<file path="config.mk">
export PLATFORM = sky130hd
export DESIGN_NAME = ysyx_22041071_store_buffer
export DESIGN_NICKNAME = d
export VERILOG_FILES = /design/src/rtl/ysyx_22041071_store_buffer_pkg.sv /design/src/rtl/ysyx_22041071_sb_fifo.sv /design/src/rtl/ysyx_22041071_store_buffer.sv
export SDC_FILE = /design/constraint.sdc
export NUM_CORES = 1
export LEC_CHECK = 0
export BUFFER_PORTS_ARGS = -buffer_cell sky130_fd_sc_hd__clkbuf_2
export CAP_MARGIN = 10
export CORE_AREA = 2 2 208 210
export DETAILED_ROUTE_END_ITERATION = 6
export DIE_AREA = 0 0 210 212
export GPL_ROUTABILITY_DRIVEN = 0
export PLACE_DENSITY_LB_ADDON = 0.3
export SYNTH_ARGS = -nofsm -noshare
export SYNTH_HDL_FRONTEND = slang
export SYNTH_SLANG_ARGS = --single-unit
</file>
<file path="constraint.sdc">
create_clock -name clk -period 6.1 [get_ports clk]
set_input_delay 0.61 -clock clk [delete_from_list [all_inputs] [get_ports clk]]
set_output_delay 0.61 -clock clk [all_outputs]
set_load 0.02 [all_outputs]
</file>
<file path="src/rtl/ysyx_22041071_store_buffer_pkg.sv">
// ----------------------------------------------------------------------------
// ysyx_22041071_store_buffer_pkg
//   Shared constants and types for the posted store buffer.
//   - sb_state_t     : drain FSM encoding (SB_IDLE / SB_SEND / SB_BUSY, 2 bits,
//                      independent of the FIFO depth)
//   - AXI_RESP_OKAY  : the only write response that does not raise err
//   - SB_SIZE_W      : width of the AXI size field (1B/2B/4B/8B)
//   - lane_shift()   : byte offset -> bit shift used to lane-align store data
// ----------------------------------------------------------------------------
package ysyx_22041071_store_buffer_pkg;

    typedef enum logic [1:0] {
        SB_IDLE = 2'b00,
        SB_SEND = 2'b01,
        SB_BUSY = 2'b10
    } sb_state_t;

    localparam logic [1:0] AXI_RESP_OKAY = 2'b00;
    localparam int         SB_SIZE_W     = 2;

    // A store to byte offset N of a doubleword lands in byte lane N.
    function automatic logic [5:0] lane_shift(input logic [2:0] offset);
        return {offset, 3'b000};
    endfunction

endpackage

</file>
<file path="src/rtl/ysyx_22041071_sb_fifo.sv">
// ----------------------------------------------------------------------------
// ysyx_22041071_sb_fifo
//   In-order storage for queued stores. Entries are written at wr_ptr and
//   read at rd_ptr; the head entry (rd_ptr) is never overwritten while it is
//   valid, so head_* stay stable until the entry is popped.
//   Ports:
//     clk, reset_n            clock, synchronous active-low reset
//     push, push_addr/data/size  enqueue one store (caller guarantees !full)
//     pop                     dequeue the head (caller guarantees !empty)
//     head_addr/data/size     oldest entry
//     full, empty             occupancy flags
//     entry_valid[DEPTH]      per-slot occupancy, for address compares
//     entry_addr[DEPTH]       per-slot address, for address compares
// ----------------------------------------------------------------------------
module ysyx_22041071_sb_fifo
    import ysyx_22041071_store_buffer_pkg::*;
#(
    parameter int DEPTH  = 4,
    parameter int ADDR_W = 64,
    parameter int DATA_W = 64
) (
    input  logic                             clk,
    input  logic                             reset_n,
    input  logic                             push,
    input  logic [ADDR_W-1:0]                push_addr,
    input  logic [DATA_W-1:0]                push_data,
    input  logic [SB_SIZE_W-1:0]             push_size,
    input  logic                             pop,
    output logic [ADDR_W-1:0]                head_addr,
    output logic [DATA_W-1:0]                head_data,
    output logic [SB_SIZE_W-1:0]             head_size,
    output logic                             full,
    output logic                             empty,
    output logic [DEPTH-1:0]                 entry_valid,
    output logic [DEPTH-1:0][ADDR_W-1:0]     entry_addr
);

    localparam int PTR_W = $clog2(DEPTH);
    localparam int CNT_W = PTR_W + 1;

    logic [PTR_W-1:0]                 rd_ptr;
    logic [PTR_W-1:0]                 wr_ptr;
    logic [CNT_W-1:0]                 count;
    logic [DEPTH-1:0]                 valid_q;
    logic [DEPTH-1:0][ADDR_W-1:0]     addr_mem;
    logic [DEPTH-1:0][DATA_W-1:0]     data_mem;
    logic [DEPTH-1:0][SB_SIZE_W-1:0]  size_mem;

    // Control state. Pointers are PTR_W wide, so DEPTH being a power of two
    // makes them wrap modulo DEPTH for free.
    always_ff @(posedge clk) begin
        if (!reset_n) begin
            rd_ptr  <= '0;
            wr_ptr  <= '0;
            count   <= '0;
            valid_q <= '0;
        end else begin
            if (push) wr_ptr <= wr_ptr + PTR_W'(1);
            if (pop)  rd_ptr <= rd_ptr + PTR_W'(1);

            case ({push, pop})
                2'b10:   count <= count + CNT_W'(1);
                2'b01:   count <= count - CNT_W'(1);
                default: ;
            endcase

            // Push and pop never target the same slot (pop needs a valid
            // head, push needs a free slot), so the order here is harmless.
            if (pop)  valid_q[rd_ptr] <= 1'b0;
            if (push) valid_q[wr_ptr] <= 1'b1;
        end
    end

    // Payload storage needs no reset: a slot is only read once valid.
    always_ff @(posedge clk) begin
        if (push) begin
            addr_mem[wr_ptr] <= push_addr;
            data_mem[wr_ptr] <= push_data;
            size_mem[wr_ptr] <= push_size;
        end
    end

    assign head_addr   = addr_mem[rd_ptr];
    assign head_data   = data_mem[rd_ptr];
    assign head_size   = size_mem[rd_ptr];
    assign full        = (count == CNT_W'(DEPTH));
    assign empty       = (count == '0);
    assign entry_valid = valid_q;
    assign entry_addr  = addr_mem;

endmodule

</file>
<file path="src/rtl/ysyx_22041071_store_buffer.sv">
// ----------------------------------------------------------------------------
// ysyx_22041071_store_buffer
//   Posted store buffer between the LSU and the AXI write-channel master.
//   Stores are queued in a DEPTH-entry FIFO and drained in order, one
//   single-beat write at a time. The head is popped only once the master
//   reports idle again (wr_ready re-rises), at which point wr_resp is valid.
//
//   Build option: YSYX_22041071_SB_HAZARD_EN
//     defined     : ld_hazard only when a queued store (in-flight head
//                   included) hits the same doubleword as ld_addr
//     not defined : ld_hazard = ~sb_empty (every load waits for a drain)
//
//   Ports:
//     clk, reset_n                 clock, synchronous active-low reset
//     st_valid/st_ready            LSU store handshake
//     st_addr/st_data/st_size      store address, LSB-justified data, size
//     ld_addr / ld_hazard          load address in MEM / load must stall
//     sb_empty                     nothing queued and nothing in flight
//     wr_valid/wr_ready            write request to / idle from the master
//     wr_id/wr_addr/wr_data/wr_len/wr_size  write command (head entry)
//     wr_resp                      write response, valid when wr_ready re-rises
//     err/err_addr/err_clr         sticky write error, first failing address
//
//   Handshakes: a store is taken on any cycle with st_valid && st_ready;
//   st_ready depends only on the current occupancy, never on a same-cycle
//   pop. A write is issued on the cycle wr_valid && wr_ready; wr_valid then
//   stays low until the head has been retired.
// ----------------------------------------------------------------------------
module ysyx_22041071_store_buffer
    import ysyx_22041071_store_buffer_pkg::*;
#(
    parameter int DEPTH  = 4,
    parameter int ADDR_W = 64,
    parameter int DATA_W = 64,
    parameter int ID     = 0
) (
    input  logic                 clk,
    input  logic                 reset_n,
    input  logic                 st_valid,
    output logic                 st_ready,
    input  logic [ADDR_W-1:0]    st_addr,
    input  logic [DATA_W-1:0]    st_data,
    input  logic [1:0]           st_size,
    input  logic [ADDR_W-1:0]    ld_addr,
    output logic                 ld_hazard,
    output logic                 sb_empty,
    output logic                 wr_valid,
    input  logic                 wr_ready,
    output logic [3:0]           wr_id,
    output logic [ADDR_W-1:0]    wr_addr,
    output logic [DATA_W-1:0]    wr_data,
    output logic [7:0]           wr_len,
    output logic [1:0]           wr_size,
    input  logic [1:0]           wr_resp,
    output logic                 err,
    output logic [ADDR_W-1:0]    err_addr,
    input  logic                 err_clr
);

    sb_state_t                   state;
    sb_state_t                   state_nxt;
    logic                        push;
    logic                        pop;
    logic                        issue;
    logic                        fifo_full;
    logic                        fifo_empty;
    logic [DATA_W-1:0]           lane_data;
    logic [ADDR_W-1:0]           head_addr;
    logic [DATA_W-1:0]           head_data;
    logic [SB_SIZE_W-1:0]        head_size;
    logic [DEPTH-1:0]            entry_valid;
    logic [DEPTH-1:0][ADDR_W-1:0] entry_addr;

    // ------------------------------------------------------------------
    // Store intake
    // ------------------------------------------------------------------
    assign st_ready  = !fifo_full;
    assign push      = st_valid && st_ready;
    assign lane_data = st_data << lane_shift(st_addr[2:0]);

    ysyx_22041071_sb_fifo #(
        .DEPTH  (DEPTH),
        .ADDR_W (ADDR_W),
        .DATA_W (DATA_W)
    ) u_fifo (
        .clk         (clk),
        .reset_n     (reset_n),
        .push        (push),
        .push_addr   (st_addr),
        .push_data   (lane_data),
        .push_size   (st_size),
        .pop         (pop),
        .head_addr   (head_addr),
        .head_data   (head_data),
        .head_size   (head_size),
        .full        (fifo_full),
        .empty       (fifo_empty),
        .entry_valid (entry_valid),
        .entry_addr  (entry_addr)
    );

    // ------------------------------------------------------------------
    // Drain FSM
    //   IDLE -> SEND when anything is queued
    //   SEND -> BUSY on wr_valid && wr_ready (master accepted the write)
    //   BUSY -> IDLE when wr_ready returns: response is valid, pop head
    // ------------------------------------------------------------------
    always_ff @(posedge clk) begin
        if (!reset_n) state <= SB_IDLE;
        else          state <= state_nxt;
    end

    always_comb begin
        state_nxt = state;
        issue     = 1'b0;
        pop       = 1'b0;
        unique case (state)
            SB_IDLE: begin
                if (!fifo_empty) state_nxt = SB_SEND;
            end
            SB_SEND: begin
                issue = 1'b1;
                if (wr_ready) state_nxt = SB_BUSY;
            end
            SB_BUSY: begin
                if (wr_ready) begin
                    pop       = 1'b1;
                    state_nxt = SB_IDLE;
                end
            end
            default: state_nxt = SB_IDLE;
        endcase
    end

    assign wr_valid = issue;
    assign wr_id    = 4'(ID);
    assign wr_len   = 8'd0;
    assign wr_addr  = head_addr;
    assign wr_data  = head_data;
    assign wr_size  = head_size;
    assign sb_empty = fifo_empty && (state == SB_IDLE);

    // ------------------------------------------------------------------
    // Sticky error capture. Only the first failure records its address;
    // a new failure in the same cycle as err_clr keeps err set.
    // ------------------------------------------------------------------
    always_ff @(posedge clk) begin
        if (!reset_n) begin
            err      <= 1'b0;
            err_addr <= '0;
        end else if (pop && (wr_resp != AXI_RESP_OKAY)) begin
            err <= 1'b1;
            if (!err) err_addr <= head_addr;
        end else if (err_clr) begin
            err <= 1'b0;
        end
    end

    // ------------------------------------------------------------------
    // Load hazard
    // ------------------------------------------------------------------
`ifdef YSYX_22041071_SB_HAZARD_EN
    logic hazard_hit;
    logic unused_ld_offset;

    // Compare at doubleword granularity against every occupied slot,
    // the in-flight head included.
    always_comb begin
        hazard_hit = 1'b0;
        for (int i = 0; i < DEPTH; i++) begin
            if (entry_valid[i] &&
                (entry_addr[i][ADDR_W-1:3] == ld_addr[ADDR_W-1:3])) begin
                hazard_hit = 1'b1;
            end
        end
    end

    assign ld_hazard        = hazard_hit;
    assign unused_ld_offset = ^ld_addr[2:0];
`else
    logic unused_hazard_inputs;

    assign ld_hazard            = !sb_empty;
    assign unused_hazard_inputs = ^{ld_addr, entry_valid, entry_addr};
`endif

endmodule

</file>
After elaboration in Yosys (flattened, before gate mapping)
Cells that the tools add are included.
{"block": "classes", "n_addsub": 4, "magnitude_cmp": 3, "shifts": 1, "reduce_logical": 13, "eq_ne": 8, "muxes": 23, "n_bitwise": 1}
{"op": "bitwise mux 256 bit", "n": 2}
{"op": "binary-select mux 64 bit (select 2 bit)", "n": 2}
{"op": "two-way mux 64 bit", "n": 3}
{"op": "demux 64 bit (select 2 bit)", "n": 1}
{"op": "left shift 64 x 6 -> 64 bit", "n": 1}
{"op": "two-way mux 2 bit", "n": 5}
{"op": "bitwise mux 8 bit", "n": 1}
{"op": "< comparator 2 x 3 -> 1 bit, second input constant", "n": 2}
{"op": "!= test 2 bit, second input constant", "n": 3}
{"op": "case mux 2 bit (3 select lines)", "n": 1}
{"op": "case mux 3 bit (2 select lines)", "n": 1}
{"op": "nonzero test 2 bit", "n": 3}
{"op": "two-way mux 1 bit", "n": 5}
{"op": "adder 2 x 1 -> 2 bit, second input constant", "n": 2}
{"op": "binary-select mux 2 bit (select 2 bit)", "n": 1}
{"op": "demux 2 bit (select 2 bit)", "n": 1}
{"op": "equality test 2 x 1 -> 1 bit, second input constant", "n": 2}
{"op": "equality test 2 bit, second input constant", "n": 2}
{"op": "logical AND 1 bit", "n": 4}
{"op": "adder 3 x 1 -> 3 bit, second input constant", "n": 1}
{"op": "equality test 3 bit, second input constant", "n": 1}
{"op": "logical NOT 3 bit", "n": 1}
{"op": "AND reduction 3 bit", "n": 1}
{"op": "subtractor 3 x 1 -> 3 bit, second input constant", "n": 1}
{"op": "other kinds (5)", "n": 6}
{"block": "word_totals", "regBits": 594, "word_cells": 71, "out_inout_bits": 211}

Logic depth before layout (Yosys ltp)
Gate-level depths: netlist of run 1.
{"block": "logic_depth", "ltp_word": 5, "depth_mapped": 9, "depth_no_buf": 8}

Modules after synthesis
From an unflattened synthesis of run 1, not the netlist that was laid out.
{"block": "hier_totals", "hier_cells": 1288, "area_unflattened_um2": 24118.1}
{"module": "ysyx_22041071_sb_fifo", "seq_area_each_um2": 15835.2, "instances": 1, "cells_each": 741, "area_per_inst_um2": 19356.1}
{"module": "ysyx_22041071_store_buffer", "seq_area_each_um2": 1341.3, "instances": 1, "cells_each": 547, "area_per_inst_um2": 4762.1}

Worst setup path before layout of run 1
No wires, ideal clock.
{"block": "synth_path", "kind": "register to register", "start": "register u_fifo.count[2]", "end": "register u_fifo.data_mem[0] in the netlist's numbering, enable pin", "arrival_time_ns": 3.972, "n_path_buf": 1, "setup_ns": 0.506, "required_ns": 5.594, "path_slack_ns": 1.622, "path_stages_with_launch": 4, "cell_sequence": "dfxtp_1 -> or3b_2 -> clkbuf_1 -> and3_1"}
{"block": "synth_between", "elab_chain_len": 3}
{"element": "from (decl)", "line_no": "ysyx_22041071_sb_fifo.sv:43", "text": "logic [CNT_W-1:0] count;"}
{"element": "from (signal assigned)", "line_no": "ysyx_22041071_sb_fifo.sv:62", "text": "2'b10: count <= count + CNT_W'(1);"}
{"element": "from (signal assigned)", "line_no": "ysyx_22041071_sb_fifo.sv:63", "text": "2'b01: count <= count - CNT_W'(1);"}
{"element": "equality test 3 bit", "line_no": "ysyx_22041071_sb_fifo.sv:86", "text": "assign full = (count == CNT_W'(DEPTH));"}
{"element": "logical NOT 1 bit", "line_no": "ysyx_22041071_store_buffer.sv:77", "text": "assign st_ready = !fifo_full;"}
{"element": "named net st_ready", "line_no": "ysyx_22041071_store_buffer.sv:40", "text": "output logic st_ready,"}
{"element": "logical AND 1 bit", "line_no": "ysyx_22041071_store_buffer.sv:78", "text": "assign push = st_valid && st_ready;"}
{"element": "to (signal, indexed assignment)", "line_no": "ysyx_22041071_sb_fifo.sv:78", "text": "data_mem[wr_ptr] <= push_data;"}
{"element": "to (decl)", "line_no": "ysyx_22041071_sb_fifo.sv:46", "text": "logic [DEPTH-1:0][DATA_W-1:0] data_mem;"}
The timed path passes the listed nets, and every way through them passes these cells.
A chain may end at the register's enable or synchronous reset.

Worst setup path in the final report of run 1
{"block": "layout_path", "start": "register u_fifo.rd_ptr[0]", "end": "output port wr_addr[0]"}
{"block": "layout_between", "elab_chain_len": 2}
{"element": "from (decl)", "line_no": "ysyx_22041071_sb_fifo.sv:41", "text": "logic [PTR_W-1:0] rd_ptr;"}
{"element": "from (signal assigned)", "line_no": "ysyx_22041071_sb_fifo.sv:59", "text": "if (pop) rd_ptr <= rd_ptr + PTR_W'(1);"}
{"element": "binary-select mux 64 bit (select 2 bit)", "line_no": "ysyx_22041071_sb_fifo.sv:83", "text": "assign head_addr = addr_mem[rd_ptr];"}
{"element": "two-way mux 64 bit (not written as such)", "line_no": "ysyx_22041071_sb_fifo.sv:83"}
{"element": "to (decl)", "line_no": "ysyx_22041071_store_buffer.sv:50", "text": "output logic [ADDR_W-1:0] wr_addr,"}
Every way passes these cells. The select of a mux whose other input is x is not followed.

==> metrics.md, run 1 <==
| Metric | Value |
|---|---|
| Residual DRC | 0 |
| Std cell rows | 76 |
| Clock root buffer master | clkbuf_16 |
| Gr busiest metal | met2 |
| Clock Path Buffers | 3 |
| Register area share after synthesis | 72.9% |
| Placed wire-length estimate | 31200 um |
| Non-Filler Instances | 2115 |
| First-pass GRT wire length | 75000 um |
| Die area | 0.0445 mm2 |
| Placed cells | 2010 |
| CP required | 5.49 ns |
| Worst-path fanout max | 81 |
| EDFF count, synth | 520 |
| Post-CTS setup buffers | 0 |
| Post-Route Utilization | 64.5% |
| Critical path's top delay family | buffers and inverters |
| Most frequent cells in the layout | edfxtp_1 (520), clkbuf_2 (334), mux4_2 (148), nand2_1 (86), dfxtp_1 (72) |
| Final Skew | 0.0216 ns |
| Core area | 0.0425 mm2 |
| Max Freq | 0.285 GHz |
| HP Class | primary input to flop |
| Worst Path Buf+Inv | 2 |
| Global Route Usage Sum | 22.6% |
| Filler cells | 2878 |
| Syn-to-layout area delta | 16.8% |
| Cts bufs inserted | 57 |
| Post-Route WL | 50100 um |
| Synth unique cells | 45 |
| Top_reg_cell synth | edfxtp_1 |
| CP cell instances | buf_12 > mux4_2 > clkbuf_2 |
| Reg clk slew, reported paths | 0.06 ns |
| ANT nets after route | 0 |
| Vias per Instance | 5.88 |
| Synth Cell Area | 0.0235 mm2 |
| Die H | 212 um |
| Max VDD drop | 215 uV |
| Seq cells post-synth | 594 |
| Antenna diodes | 0 |
| CP endpoint kind | output pin |
| WS Path Type | flop to output pin |
| Endpoints failing hold | 0 |
| Mapped Cells | 1192 |
| DR vias | 12442 |
| Die width | 210 um |
| Worst slew pin tran | 0.992 ns |
| H-tree Lvls | 2 |
| PostCTS Resize Cnt | 0 |
| Most common cell after layout, fill and taps aside | edfxtp_1 |
| Rel. slew slack | 33.9% |
| Asr flop ratio synth | 0% |
| Synth Warn # | 0 |
| Met3 Use GR | 5.63% |
| I/O Pins | 412 |
| Final setup vio count | 0 |
| Total Power | 8870 uW |
| GRT met2 Usage | 35.8% |
| Vias in the first global route | 12351 |
| Skew-Pair Late Insertion Delay | 0.61 ns |
| Post-Route Setup TNS | 0 ns |
| CP max-delay cell | dfxtp_4 |
| WP data arrival | 2.90 ns |
| Clock sink count | 594 |
| Placement Cell Area | 0.0256 mm2 |
| Post-Syn Area per Cell | 19.7 um2 |
| DR pass1 iterations | 5 |
| Post-route minimum period | 3.51 ns |
| Nets | 1730 |
| Power density cells | 324 mW/mm2 |
| Max stage delay on crit path | 0.75 ns |
| Hold Buf Count CTS | 0 |
| Initial core utilization | 55.2% |
| Status | complete, no violations |
| Proportion of layout cells with a drive suffix above 1 | 38.9% |
| RSZ-0062 raised after global routing | no |
| Max-slew violations | 0 |
| Met1 Use GR | 31.1% |
| Largest net degree at the start of global routing | 82 |
| Routed WL per cell | 23.7 um |
| Worst Setup Start Kind | flop |
| Leakage | 0.00959 uW |
| Antenna violations before repair | 1 |
| Non-Filler Cell Area, Final | 0.0274 mm2 |
| CTS tree | done |
| MaxCap Viol Count | 0 |
| Port Buffer Count | 335 |
| Final worst-path cycle share | 57.5% |
| GR Overflow Total | 0 |
| Initial DRC Count | 819 |
## metrics by stage
| step | setup slack, ns | hold WS, ns |
|---|---|---|
| finish | 2.59 | 0.215 |
| global route | 2.35 | 0.195 |
| CTS | 2.47 | 0.179 |
| detailed placement | 3.12 | 0.452 |
| global placement | 3.15 | 0.446 |
| floorplan | 1.62 | 0.467 |
## power by group
part / total [uW] / switching [uW] / internal [uW]
Sequential: 4650 / 45.3 / 4610
Combinational: 818 / 521 / 297
Clock: 3400 / 1460 / 1940
Total: 8870 / 2030 / 6850
## cells in the mapped netlist (5+ instances only)
library cell    n  area share, %
a2bb2oi_1      13           0.49
o31ai_1         6           0.19
buf_6           8           0.38
mux2_2         10           0.48
mux4_2        148             14
and2_1         19           0.51
ha_1            5           0.27
nand2_1        86            1.4
nor2_1         22           0.35
dfxtp_1        74            6.3
a211oi_1        6           0.19
o21ai_0         7           0.15
inv_1           9           0.14
buf_4          20           0.64
clkbuf_1       22           0.35
edfxtp_1      520             67
nor2b_1         8           0.21
o2bb2ai_1      61            2.3
mux2i_1        48            2.0
o2bb2ai_2       5           0.32
buf_2          34           0.73
nor3_1          6           0.13
buf_1           5          0.080
o22ai_1        17           0.45
## worst reg2reg max path: stages (launching register included)
cell	delay, ns
dfxtp_1	0.33
or3b_2	0.31
and3_4	0.85
buf_12	0.52
## final cells by class
type | count | area [um2] | share of cell area, %
Sequential cell | 594 | 17100 | 62.4
Clock buffer | 76 | 1580 | 5.76
Clock inverter | 29 | 249 | 0.909
Timing Repair Buffer | 350 | 1870 | 6.81
Multi-Input combinational cell | 510 | 5880 | 21.5
Tap cell | 546 | 683 | 2.49
Inverter | 10 | 37.5 | 0.137
## cells by family after synthesis
family	count (synthesis)	synth area share (%)
flops	594	72.9
fa+ha+maj	6	0.352
other cells	1	0.0160
xor+xnor	4	0.149
mux	206	16.7
simple gates	159	3.23
buf+inv	99	2.34
compound gates	123	4.29
## flip-flops by register name, summed over array words and instances (netlist names)
name	flops
u_fifo.count	3
u_fifo.size_mem	8
err	1
err_addr	64
u_fifo.wr_ptr	2
u_fifo.data_mem	256
u_fifo.rd_ptr	2
state	2
u_fifo.entry_addr	256
## worst paths after layout
kind                                       start                     to  slack, ns  depth (start not counted)
worst min register to register      err_addr[41]           err_addr[41]       0.46                          2
worst max register to register   u_fifo.count[2]  u_fifo.entry_addr[42]       3.64                          3
worst max-delay path            u_fifo.rd_ptr[0]             wr_addr[0]       2.59                          3
worst min-delay path                 st_addr[49]  u_fifo.entry_addr[49]       0.22                          1
## metal layers
metal / vias to the layer above / share of wire (%)
met2: 490 / 48
met4: 2 / 2.8
met5: - / 0.024
met3: 87 / 8.1
li1: 5522 / -
met1: 6341 / 41
Note: power is estimated with default switching activity, not from simulation.
==> inputs of run 2 (changes only) <==
--- a/config.mk
+++ b/config.mk
@@ -5,11 +5,12 @@
 export SDC_FILE = /design/constraint.sdc
 export NUM_CORES = 1
 export LEC_CHECK = 0
+export ABC_AREA = 1
 export BUFFER_PORTS_ARGS = -buffer_cell sky130_fd_sc_hd__clkbuf_2
 export CAP_MARGIN = 10
-export CORE_AREA = 2 2 208 210
+export CORE_AREA = 2 2 215 217
 export DETAILED_ROUTE_END_ITERATION = 6
-export DIE_AREA = 0 0 210 212
+export DIE_AREA = 0 0 217 219
 export GPL_ROUTABILITY_DRIVEN = 0
 export PLACE_DENSITY_LB_ADDON = 0.3
 export SYNTH_ARGS = -nofsm -noshare
==> constraint.sdc (replaced) <==
create_clock -name clk -period 3.3 [get_ports clk]
set_input_delay 0.33 -clock clk [delete_from_list [all_inputs] [get_ports clk]]
set_output_delay 0.33 -clock clk [all_outputs]
set_load 0.02 [all_outputs]
==> run 2 against run 1 <==
  * Synthesized cell count up 110%
  * Sequential power up 87%
  * Power rose by 96%
  * Count of clock-buffer cells in the layout grew 8
  * Sequential share of layout area shrank 5.7 points
  * Flip-flop and latch count unchanged
  * Clock skew is 0.0097 ns lower
  * Die area up 6.7%
  * Routed wire length grew 24%
  * Via count up 50%
  * Area after synthesis grew 8.5%
==> metrics.md, run 2 <==
| Metric | Value |
|---|---|
| Status | complete, no violations |
| Post-Syn Area per Cell | 10.1 um2 |
| Cts bufs inserted | 59 |
| Top_reg_cell synth | edfxtp_1 |
| Clock Path Buffers | 3 |
| NetSw | 4250 uW |
| Port Buffer Count | 335 |
| Hold slack | 0.0698 ns |
| DR vias | 18699 |
| Synth Cell Area | 0.0255 mm2 |
| Initial core utilization | 56.5% |
| Min-delay src | err_clr |
| Post-synth top cells | nand2_1 (597), edfxtp_1 (520), nor2_1 (302) |
| Non-Filler Cell Area, Final | 0.0302 mm2 |
| Vias per Instance | 5.34 |
| Initial DRC Count | 1653 |
| Max Freq | 0.338 GHz |
| Die width | 217 um |
| Register area share after synthesis | 67.2% |
| MaxCap Viol Count | 0 |
| First-pass GRT wire length | 94300 um |
| Syn-to-layout area delta | 18.5% |
| Residual DRC | 0 |
| Global Route Usage Sum | 25.8% |
| Proportion of layout cells with a drive suffix above 1 | 18.7% |
| Worst-case reg-to-reg path depth | 11 |
| Antenna violations before repair | 1 |
| EDFF count, synth | 520 |
| Reg-to-reg endpoint | u_fifo.count[2] |
| Power density cells | 578 mW/mm2 |
| Filler cells | 3297 |
| WP data arrival | 2.63 ns |
| Final worst-path cycle share | 89.6% |
| Die area | 0.0475 mm2 |
| Clk pwr share | 38.4% |
| Total Power | 17400 uW |
| Synth unique cells | 23 |
| CP endpoint kind | output pin |
| Std cell rows | 78 |
| Final Skew | 0.0118 ns |
| Endpoints failing hold | 0 |
| Min-Delay Endpoint | err |
| Seq cells post-synth | 594 |
| Routed WL per cell | 17.7 um |
| Worst-path fanout max | 66 |
| Comb pwr share | 11.7% |
| Reg2reg start | u_fifo.count[1] |
| Yosys top cell by area | edfxtp_1 |
| Reg2reg setup slack | 1.03 ns |
| Asr flop ratio synth | 0% |
| ANT nets after route | 0 |
| Core area | 0.0451 mm2 |
| Max-slew violations | 0 |
| Final setup vio count | 0 |
| DR pass1 iterations | 6 |
| Clock root buffer master | clkbuf_16 |
| I/O Pins | 412 |
| Rel. slew slack | 33.2% |
| GR Overflow Total | 0 |
| Max VDD drop | 448 uV |
| Leakage | 0.0131 uW |
| Skew-Pair Late Insertion Delay | 0.61 ns |
| Yosys top cell area share | 61.3% |
| WHS Path Cells | 4 |
| Vias in the first global route | 17877 |
| Cell with the most instances after synthesis | nand2_1 |
| CP required | 2.97 ns |
| Most common cell after layout, fill and taps aside | nand2_1 |
| Placed wire-length estimate | 37200 um |
| Largest net degree at the start of global routing | 132 |
| Nets | 3058 |
| Synth top area cells | edfxtp_1 (61%), nand2_1 (8.8%), dfxtp_1 (5.8%), nor2_1 (4.5%), inv_1 (4.4%) |
| H-tree Lvls | 2 |
| Reg clk slew, reported paths | 0.06 ns |
| Worst slew pin tran | 1.00 ns |
| Die H | 219 um |
| Most frequent cells in the layout | nand2_1 (596), edfxtp_1 (520), clkbuf_2 (335), inv_1 (298), nor2_1 (298) |
| Post-route minimum period | 2.96 ns |
| Worst Setup Start Kind | flop |
| Int Power | 13200 uW |
| Clock sink count | 594 |
| CTS tree | done |
| Switch share | 24.4% |
| Seq pwr share | 49.9% |
| HP Class | primary input to flop |
| Placement Cell Area | 0.0276 mm2 |
| Mapped Cells | 2509 |
| Synth Warn # | 0 |
| RSZ-0062 raised after global routing | no |
| WS Path Type | flop to output pin |
| Post-Route WL | 61900 um |
-- run 2: cell types whose count changed in the layout (fill, tap and decap cells not counted), moves of 48 or more --
cell           change
nand2_1          +510
nand3_1          +194
o2bb2ai_1         -61
nor2_1           +276
or2_2             +80
o22ai_1           +49
mux2i_1           -48
o21ai_0          +147
inv_1            +289
dlygate4sd3_1     +64
mux4_2           -148
-- run 2: per-layer routing --
metal / part of all wire (%) / global-route usage [%] / up-vias
li1: - / - / 8904
met1: 40 / 32.3 / 8947
met2: 50 / 44.9 / 711
met3: 7.2 / 4.01 / 137
met4: 3.4 / 10.3 / 0
met5: 0 / 0 / -
-- run 2: layout make-up --
class	count	area (um2)	share of cell area, %
Multi-Input combinational cell	1468	6490	21.5
Sequential cell	594	17100	56.7
Clock buffer	84	1700	5.65
Timing Repair Buffer	427	2720	9.00
Inverter	301	1140	3.77
Clock inverter	26	249	0.826
Tap cell	600	751	2.49
Antenna cell	2	5.00	0.0166
-- run 2: cells by family after synthesis --
logic type / share of synthesized area [%]
other: 0.0147
adders and majority gates: 0.324
and+or+nand+nor: 19.7
AOI/OAI and AO/OA: 5.20
buffers and inverters: 7.64
DFF: 67.2
-- run 2: how the worst max path moves through the flow --
stage | end | from | slack [ns]
finish | wr_data[25] | u_fifo.rd_ptr[0] | 0.34
global route | wr_data[25] | u_fifo.rd_ptr[0] | 0.17
CTS | wr_data[13] | u_fifo.rd_ptr[0] | 0.33
detailed placement | wr_data[13] | u_fifo.rd_ptr[0] | 0.99
global placement | wr_data[13] | u_fifo.rd_ptr[0] | 1.02
floorplan | u_fifo.data_mem[0] | u_fifo.count[1] | -1.33
-- run 2: repair_timing --
item,4_1_cts,5_1_grt
buffers inserted,0,0
hold buffers,64,0
gates resized for setup,0,0
endpoints found under the hold margin,253,0
-- run 2: worst max-delay path, stage by stage (launching register included) --
cell      delay [ns]
dfxtp_4         0.58
buf_4           0.60
o21ai_0         0.20
o22ai_1         0.35
clkbuf_2        0.24
-- run 2: power groups by stage --
| stage | logic, uW | registers [uW] | clock network [uW] |
|---|---|---|---|
| finish | 2040 | 8690 | 6690 |
| global route | 2220 | 8710 | 7060 |
| CTS | 2040 | 8690 | 6770 |
| detailed placement | 1960 | 8850 | 0 |
| global placement | 1920 | 8830 | 0 |
| floorplan | 1190 | 8900 | 0 |
-- run 2: stage by stage --
| step | util (%) | setup TNS [ns] | setup WS (ns) | instances |
|---|---|---|---|---|
| after floorplan | - | -692.91 | -1.33 | 2520 |
| after global placement | 61.1 | 0 | 1.02 | 3326 |
| after detailed placement | 61.1 | 0 | 0.985 | 3326 |
| after CTS | 66.9 | 0 | 0.326 | 3500 |
| after global routing | 66.9 | 0 | 0.168 | 3501 |
| final | 66.9 | 0 | 0.345 | 3502 |
==> inputs of run 3 (changes only) <==
--- a/config.mk
+++ b/config.mk
@@ -8,9 +8,10 @@
 export ABC_AREA = 1
 export BUFFER_PORTS_ARGS = -buffer_cell sky130_fd_sc_hd__clkbuf_2
 export CAP_MARGIN = 10
-export CORE_AREA = 2 2 215 217
+export CORE_AREA = 2 2 208 210
+export CTS_CLUSTER_SIZE = 14
 export DETAILED_ROUTE_END_ITERATION = 6
-export DIE_AREA = 0 0 217 219
+export DIE_AREA = 0 0 210 212
 export GPL_ROUTABILITY_DRIVEN = 0
 export PLACE_DENSITY_LB_ADDON = 0.3
 export SYNTH_ARGS = -nofsm -noshare
==> constraint.sdc (replaced) <==
create_clock -name clk -period 3.6 [get_ports clk]
set_input_delay 0.36 -clock clk [delete_from_list [all_inputs] [get_ports clk]]
set_output_delay 0.36 -clock clk [all_outputs]
set_load 0.02 [all_outputs]
==> run 3 against run 2 <==
  * Cell count down 1.6%
  * Critical endpoint is now wr_data[59]
  * Die area down 6.3%
  * Critical path type unchanged
  * Sequential share of layout area up 0.48 points
  * Via count down 0.26%
  * Largest cell class unchanged
  * Register-to-register slack better by 0.29 ns
==> metrics.md, run 3 (same netlist as run 2, synthesis figures left out) <==
| Metric | Value |
|---|---|
| Status | complete, no violations |
| Final WS setup | 0.513 ns |
| Post-route minimum period | 3.09 ns |
| Reg2reg start | u_fifo.count[0] |
| Syn-to-layout area delta | 17.5% |
| Filler cells | 3052 |
| CTS tree | done |
| RSZ-0062 raised after global routing | no |
| Die area | 0.0445 mm2 |
| Largest net degree at the start of global routing | 247 |
| Worst setup path endpoint | wr_data[59] |
| DR pass1 iterations | 5 |
| Max-slew violations | 0 |
| Vias per Instance | 5.41 |
| CP max-delay cell | buf_4 |
| Reg2reg setup slack | 1.32 ns |
| Placed wire-length estimate | 37300 um |
| Power density cells | 529 mW/mm2 |
| Placement Cell Area | 0.0274 mm2 |
| Stages on worst setup path | 4 |
| Clock root buffer master | clkbuf_16 |
| Most frequent cells in the layout | nand2_1 (596), edfxtp_1 (520), clkbuf_2 (335), inv_1 (298), nor2_1 (298) |
| CP endpoint kind | output pin |
| Final setup vio count | 0 |
| Post-Route WL | 61300 um |
| Initial core utilization | 59.9% |
| Clock sink count | 594 |
| Global Route Usage Sum | 27.3% |
| MaxCap Viol Count | 0 |
| Proportion of layout cells with a drive suffix above 1 | 18.7% |
| PostCTS Resize Cnt | 0 |
| Initial DRC Count | 1690 |
| Residual DRC | 0 |
| Cts bufs inserted | 59 |
| HP Class | primary input to flop |
| Endpoints failing hold | 0 |
| WS Path Type | flop to output pin |
| Worst setup path startpoint | u_fifo.rd_ptr[1] |
| Non-Filler Cell Area, Final | 0.0299 mm2 |
| Post-Route Setup TNS | 0 ns |
| Gr busiest metal | met2 |
| Rel. slew slack | 31.1% |
| Critical path's top delay family | buffers and inverters |
| DR vias | 18651 |
| Final Skew | 0.0222 ns |
| Worst slew pin tran | 1.03 ns |
| First-pass GRT wire length | 93400 um |
| Worst-path fanout max | 60 |
| Met1 Use GR | 34.6% |
| Worst Path Buf+Inv | 2 |
| Die width | 210 um |
| Total Power | 15800 uW |
| Die H | 212 um |
| Max VDD drop | 393 uV |
| Core area | 0.0425 mm2 |
| CP required | 3.24 ns |
| Nets | 3058 |
| Register area | 0.0171 mm2 |
| Reg clk slew, reported paths | 0.06 ns |
| Final worst-path cycle share | 85.8% |
| I/O Pins | 412 |
| Met3 Use GR | 5.20% |
| Worst-case reg-to-reg path depth | 11 |
| Max stage delay on crit path | 0.71 ns |
| Reg-to-reg endpoint | u_fifo.count[2] |
| Worst Setup Start Kind | flop |
| Skew-Pair Late Insertion Delay | 0.60 ns |
| Leakage | 0.0130 uW |
| Post-CTS setup buffers | 0 |
| Clock Path Buffers | 3 |
| GRT met2 Usage | 47.0% |
| ANT nets after route | 0 |
| GR Overflow Total | 0 |
| Post-Route Utilization | 70.4% |
| Max Freq | 0.324 GHz |
| Std cell rows | 76 |
| Antenna violations before repair | 2 |
| Vias in the first global route | 17719 |
| Combined area of the multi-input logic cells | 0.00649 mm2 |
| Port Buffer Count | 335 |
| Routed WL per cell | 17.8 um |
| WP data arrival | 2.73 ns |
| Setup WS pre-CTS | 1.18 ns |
| Most common cell after layout, fill and taps aside | nand2_1 |
| H-tree Lvls | 2 |
| CP cell instances | buf_4 > o21ai_0 > o22ai_1 > clkbuf_2 |
-- run 3: cell count changes in the layout (fill, tap and decap cells not counted), sizes merged, moves of 2 or more --
cell	change
inv	+2
clkbuf	-2
clkinv	-6
clkinvlp	+2
-- run 3: area by class of cell --
cell class                      instances  area share (%)
Antenna cell                            2          0.0167
Clock buffer                           82            5.39
Clock inverter                         25           0.946
Inverter                              301            3.80
Multi-Input combinational cell       1468            21.7
Sequential cell                       594            57.2
Tap cell                              546            2.28
Timing Repair Buffer                  427            8.65
-- run 3: power breakdown --
group	internal, uW	switching (uW)	leakage, uW
registers	7880	82.0	0.00545
logic	542	1310	0.00664
clock network	3540	2450	0.000928
-- run 3: repair_timing --
action	4_1_cts	5_1_grt
endpoints found under the hold margin	252	0
hold buffers	63	0
endpoints found under the setup margin	0	0
-- run 3: worst min-delay path by stage --
| stage | start | cells after the start | to | slack, ns |
|---|---|---|---|---|
| 3_3_place_gp | err_addr[34] | 4 | err_addr[34] | 0.50 |
| 2_1_floorplan | st_addr[0] | 0 | u_fifo.entry_addr[0] | 0.46 |
| 6_report | err_clr | 4 | err | 0.06 |
| 3_5_place_dp | err_addr[7] | 4 | err_addr[7] | 0.50 |
| 5_1_grt | err_clr | 4 | err | 0.06 |
| 4_1_cts | err_clr | 4 | err | 0.03 |
-- run 3: layer usage --
layer / vias up / routed length (um)
met1: 8848 / 24200
met3: 131 / 4810
met5: - / 11
li1: 8898 / -
met4: 2 / 2040
met2: 772 / 30200
-- run 3: worst reg2reg max path, cell delays in order, from the launching register on --
cell,delay (ns)
dfxtp_1,0.31
nor2_1,0.15
nand2_1,0.08
nand2_1,0.39
ha_1,0.23
inv_1,0.07
fa_1,0.39
or2_2,0.30
nand2_1,0.09
nand2_1,0.05
nand2_1,0.05
nor2_1,0.06
-- run 3: per-stage QoR --
step                      hold slack (ns)  instances
final                              0.0566       3445
after detailed placement            0.502       3273
after CTS                          0.0269       3443
after floorplan                     0.459       2520
after global placement              0.496       3273
after global routing               0.0593       3444
